`config.mk`:
```
export PLATFORM = sky130hd
export DESIGN_NAME = instruction_fetch
export DESIGN_NICKNAME = d
export VERILOG_FILES = /design/src/rtl/instr_pkg.sv /design/src/rtl/instruction_fetch.sv
export SDC_FILE = /design/constraint.sdc
export NUM_CORES = 1
export LEC_CHECK = 0
export ABC_AREA = 1
export CORE_ASPECT_RATIO = 1.5
export CORE_MARGIN = 5
export CORE_UTILIZATION = 46
export DETAILED_ROUTE_END_ITERATION = 8
export GPL_TIMING_DRIVEN = 0
export PLACE_DENSITY_LB_ADDON = 0.05
export REMOVE_ABC_BUFFERS = 1
export SETUP_SLACK_MARGIN = 0.05
export SLEW_MARGIN = 20
export SYNTH_ARGS = -nofsm -noshare
export SYNTH_HDL_FRONTEND = slang
export SYNTH_SLANG_ARGS = --single-unit
```
`constraint.sdc`:
```
create_clock -name clock -period 4.1 [get_ports clock]
set_input_delay 0.615 -clock clock [delete_from_list [all_inputs] [get_ports clock]]
set_output_delay 0.615 -clock clock [all_outputs]
set_load 0.01 [all_outputs]
```
`src/rtl/instr_pkg.sv`:
```
// Shared definitions for the instruction fetch stage: word geometry, the opcode field,
// the default halt opcode and the fetch state encoding.
package instr_pkg;

    localparam int WORD_W     = 32;
    localparam int OPCODE_MSB = 31;
    localparam int OPCODE_LSB = 27;

    localparam logic [OPCODE_MSB-OPCODE_LSB:0] HALT_OPCODE = 5'b00110;

    typedef enum logic [1:0] {
        FS_WAIT   = 2'd0,
        FS_RUN    = 2'd1,
        FS_HALTED = 2'd2,
        FS_FAULT  = 2'd3
    } fetch_state_t;

endpackage : instr_pkg

```
`src/rtl/instruction_fetch.sv`:
```
// Instruction fetch: owns the PC, reads a combinational word-addressed memory and holds one
// word for decode behind a valid/ready handshake. Define FETCH_HALT_DETECT_EN to stop on HALT_OPCODE.
module instruction_fetch
    import instr_pkg::*;
#(
    parameter int unsigned              MEM_DEPTH   = 31,
    parameter int unsigned              START_WAIT  = 1,
    parameter logic [WORD_W-1:0]        RESET_PC    = '0,
    parameter logic [OPCODE_MSB-OPCODE_LSB:0] HALT_OPCODE = instr_pkg::HALT_OPCODE
) (
    input  logic              clock,
    input  logic              reset,
    output logic [WORD_W-1:0] instruction_address,
    input  logic [WORD_W-1:0] instruction_data_input,
    input  logic              decode_ready,
    input  logic              redirect_valid,
    input  logic [WORD_W-1:0] redirect_target,
    output logic              instruction_valid,
    output logic [WORD_W-1:0] instruction_register,
    output logic [WORD_W-1:0] instruction_pc,
    output logic              fetch_halted,
    output logic              fetch_fault
);

`ifdef FETCH_HALT_DETECT_EN
    localparam bit HALT_EN = 1'b1;
`else
    localparam bit HALT_EN = 1'b0;
`endif

    localparam logic [WORD_W-1:0] DEPTH_W = WORD_W'(MEM_DEPTH);
    localparam logic [WORD_W-1:0] WAIT_W  = WORD_W'(START_WAIT);

    fetch_state_t      state, state_next;
    logic [WORD_W-1:0] pc, pc_next;
    logic [WORD_W-1:0] wait_count, wait_next;
    logic              valid_next;
    logic              capture;
    logic              transfer;
    logic              load_ok;
    logic              halt_hit;

    assign instruction_address = pc;
    assign transfer = instruction_valid & decode_ready;
    assign load_ok  = !instruction_valid | decode_ready;
    assign halt_hit = HALT_EN &&
                      (instruction_data_input[OPCODE_MSB:OPCODE_LSB] == HALT_OPCODE);

    // NOTE: every output of this block gets a default first, so no path leaves one unassigned
    // and no latch can be inferred.
    always_comb begin
        state_next = state;
        pc_next    = pc;
        wait_next  = wait_count;
        valid_next = instruction_valid;
        capture    = 1'b0;
        unique case (state)
            FS_WAIT: begin
                if (transfer) valid_next = 1'b0;
                wait_next = wait_count + 1'b1;
                if ((wait_count + 1'b1) >= WAIT_W) state_next = FS_RUN;
            end
            FS_RUN: begin
                if (redirect_valid) begin
                    pc_next    = redirect_target;
                    valid_next = 1'b0;
                end else if (load_ok) begin
                    if (pc >= DEPTH_W) begin
                        valid_next = 1'b0;
                        state_next = FS_FAULT;
                    end else begin
                        capture    = 1'b1;
                        valid_next = 1'b1;
                        pc_next    = pc + 1'b1;
                        if (halt_hit) state_next = FS_HALTED;
                    end
                end
            end
            FS_HALTED: begin
                // A redirect both flushes the held word and restarts fetching.
                if (redirect_valid) begin
                    pc_next    = redirect_target;
                    valid_next = 1'b0;
                    state_next = FS_RUN;
                end else if (transfer) begin
                    valid_next = 1'b0;
                end
            end
            FS_FAULT: begin
                if (transfer) valid_next = 1'b0;
            end
            default: state_next = FS_FAULT;
        endcase
    end

    // NOTE: sequential state uses non-blocking assignments so every register samples
    // pre-edge values regardless of statement order.
    always_ff @(posedge clock or posedge reset) begin
        if (reset) begin
            state                <= FS_WAIT;
            pc                   <= RESET_PC;
            wait_count           <= '0;
            instruction_valid    <= 1'b0;
            instruction_register <= '0;
            instruction_pc       <= '0;
        end else begin
            state             <= state_next;
            pc                <= pc_next;
            wait_count        <= wait_next;
            instruction_valid <= valid_next;
            if (capture) begin
                instruction_register <= instruction_data_input;
                instruction_pc       <= pc;
            end
        end
    end

`ifdef FETCH_HALT_DETECT_EN
    assign fetch_halted = (state == FS_HALTED);
`else
    assign fetch_halted = 1'b0;
`endif
    assign fetch_fault = (state == FS_FAULT);

endmodule : instruction_fetch

```
==> metrics.cfg <==
[place]
numPortBuffers=165
place_area_um2=9114
dp.cells=1353
dp_slack_ns=0.8369
gp_congestion=0.8531
dp_hpwl_um=14220

[sta]
min_period_over_period=0.7103
finalMaxSlewViolations=0
layout_setup_ws_ns=1.188
slew_headroom=0.3827
skew_ns=0.009847
maxClockFrequency_mhz=343.4
grt_setup_unrepaired=no
worstMarginPinSlew_ns=0.9224
hold_viol=0
setup_viol=0
min_period_ns=2.912

[power_and_ir_drop]
ir_drop_mv=0.3083
p_leak_uw=0.004555
p_per_area_nw_per_um2=457.2
totalPowerFinal_uw=4432

[global_route]
grt_max_degree=89
track_usage=0.2177
grt_first_pass_wirelength_um=32310
antenna_found_initial=0
grt-ovfl-total=0
grt_pass1_vias=6611

[run]
drv_cap=0

[synth]
ys_top_cells_by_area=dfrtp_1 45%, nand2_1 16%, inv_1 8.1%, nor2_1 5.8%, o21ai_0 4.8%
synth-seq-area-share=0.4513
yosys.area.top_type=dfrtp_1
yosysWarnings=0
synth.avg_cell_area_um2=7.178
synth_common_cells=310 x nand2_1, 156 x inv_1, 131 x dfrtp_1
synth_seq_cells=131
async_reset_ff_frac=1.000
synth_cell_types=41
yosysMostFrequentCell=nand2_1
synth.top_cell.area_share=0.4513
syn_area_um2=7264
synth_edf_count=0
synth_ff_type=dfrtp_1
synthCells=1012

[setup_path]
cp-end-kind=flip-flop
required_ns=4.44
r2r_slack_ns=1.19
cp.arrival_ns=3.25
r2r_cells=8
reg2reg_from=state[1]
worstSetupPathType=flip-flop to flip-flop
start_kind=flip-flop
regToRegEndpoint=instruction_address[20]
crit_start=state[1]
crit_fanout=36
crit_path_end=instruction_address[20]

[clock_tree]
clk_latency_ns=0.43
clk_pin_slew_worst_paths_ns=0.07
cts_made_buffers=17
cts_resized=0
cts_tree=done
clock-sinks=131
cts_setup_buffers=0
cts_root_buf=clkbuf_16
cts_max_path_buffers=2
htree_levels=4
cts_hold_buf=0

[cells_and_area]
drive_gt1_frac=0.05922
fin_cells=1385
nFillCells=1471
finalNetCount=1245
syn_to_final_growth_pct=33.45
seq_area_um2=3278
fin_area_um2=9694
multi_input_area_um2=3223
diodes=0
utilization=0.6232

[status]
status=completed

[drt]
num_vias=6718
antenna_left=0
routed_wl_um=19350
route.detailed.drc=0
viasPerCell=4.851
drt_iter0_drc=315
wl_per_cell_um=13.97
dr.pass1.iters=5

[floorplan]
design.die.area_um2=18460
die_h_um=163.9
core_area_um2=15550
num_rows=56
num_io_pins=167
start_util=0.4670
die_w_um=112.6

[hold_path]
hp-class=flip-flop to flip-flop

-- through the flow --
| step | setup TNS, ns | hold slack [ns] |
|---|---|---|
| after floorplan | -1.663 | 0.4902 |
| after global placement | -302.36 | 0.4473 |
| after detailed placement | 0 | 0.4506 |
| after CTS | 0 | 0.4676 |
| after global routing | 0 | 0.4840 |
| final | 0 | 0.4619 |
-- layout by cell type (no fill, tap or decap), types with 3 or more instances in the layout --
master / n
a21oi_1: 8
inv_8: 5
nand2_2: 5
a211oi_1: 3
nor2_2: 7
inv_6: 7
nor2_4: 7
o21ai_0: 69
nor3_1: 17
nor2_1: 112
nand3_1: 43
xor2_1: 10
o21ai_1: 49
nand2_1: 310
clkdlybuf4s50_1: 165
clkbuf_16: 17
inv_1: 155
buf_16: 3
ha_1: 7
nand4_1: 13
a31oi_1: 4
nor4_1: 3
or2_2: 3
nor3_2: 3
dfrtp_1: 131
-- logic make-up (layout without fill, tap and decap cells) --
logic type | Yosys count | after routing | share of synthesized area
buffers and inverters | 190 | 360 | 0.1075
other | 1 | 1 | 0.0005162
DFF | 131 | 131 | 0.4513
and+or+nand+nor | 529 | 529 | 0.3090
muxes | 1 | 1 | 0.001378
xor gates and xnor gates | 11 | 11 | 0.01326
AOI/OAI and AO/OA | 141 | 141 | 0.1033
adders and majority gates | 8 | 8 | 0.01378
-- area by class of cell --
| class | count | area share |
|---|---|---|
| Tap cell | 203 | 0.02620 |
| Multi-Input combinational cell | 691 | 0.3325 |
| Clock buffer | 17 | 0.04388 |
| Timing Repair Buffer | 169 | 0.1809 |
| Inverter | 159 | 0.06234 |
| Clock inverter | 15 | 0.01600 |
| Sequential cell | 131 | 0.3382 |
-- layer usage --
metal,global-route usage,wire (um),up-vias
met3,0.04534,723,27
met2,0.4097,10560,139
met4,0.07654,415,0
li1,-,-,3477
met1,0.2395,7644,3075
met5,0,0,-
-- power breakdown --
group / internal, uW / total, uW / leakage [uW] / switching (uW)
logic: 563 / 1250 / 0.00250 / 684
registers: 1460 / 1690 / 0.00177 / 236
clock network: 813 / 1490 / 0.000283 / 680
-- registers in the layout, summed over array words and instances, names as in the netlist --
signal                count
wait_count               32
instruction_valid         1
instruction_pc           32
state                     2
instruction_register     32
instruction_address      32
-- how the worst min path moves through the flow --
| stage | start | end | slack [ns] | depth (start not counted) |
|---|---|---|---|---|
| global route | instruction_pc[17] | instruction_pc[17] | 0.48 | 2 |
| detailed placement | instruction_pc[28] | instruction_pc[28] | 0.45 | 2 |
| finish | instruction_pc[7] | instruction_pc[7] | 0.46 | 2 |
| CTS | instruction_pc[7] | instruction_pc[7] | 0.47 | 2 |
| floorplan | state[1] | state[1] | 0.49 | 2 |
| global placement | instruction_pc[24] | instruction_pc[24] | 0.45 | 2 |
-- worst max-delay path, cell delays in order (launching register included) --
cell and delay, ns:
dfrtp_1 0.42, inv_1 0.10, ha_1 0.26, inv_1 0.08
nor2_1 0.28, inv_1 0.14, o21ai_4 0.75, inv_2 0.47
o21ai_0 0.30
No activity file was read; power rests on OpenSTA's default activity.
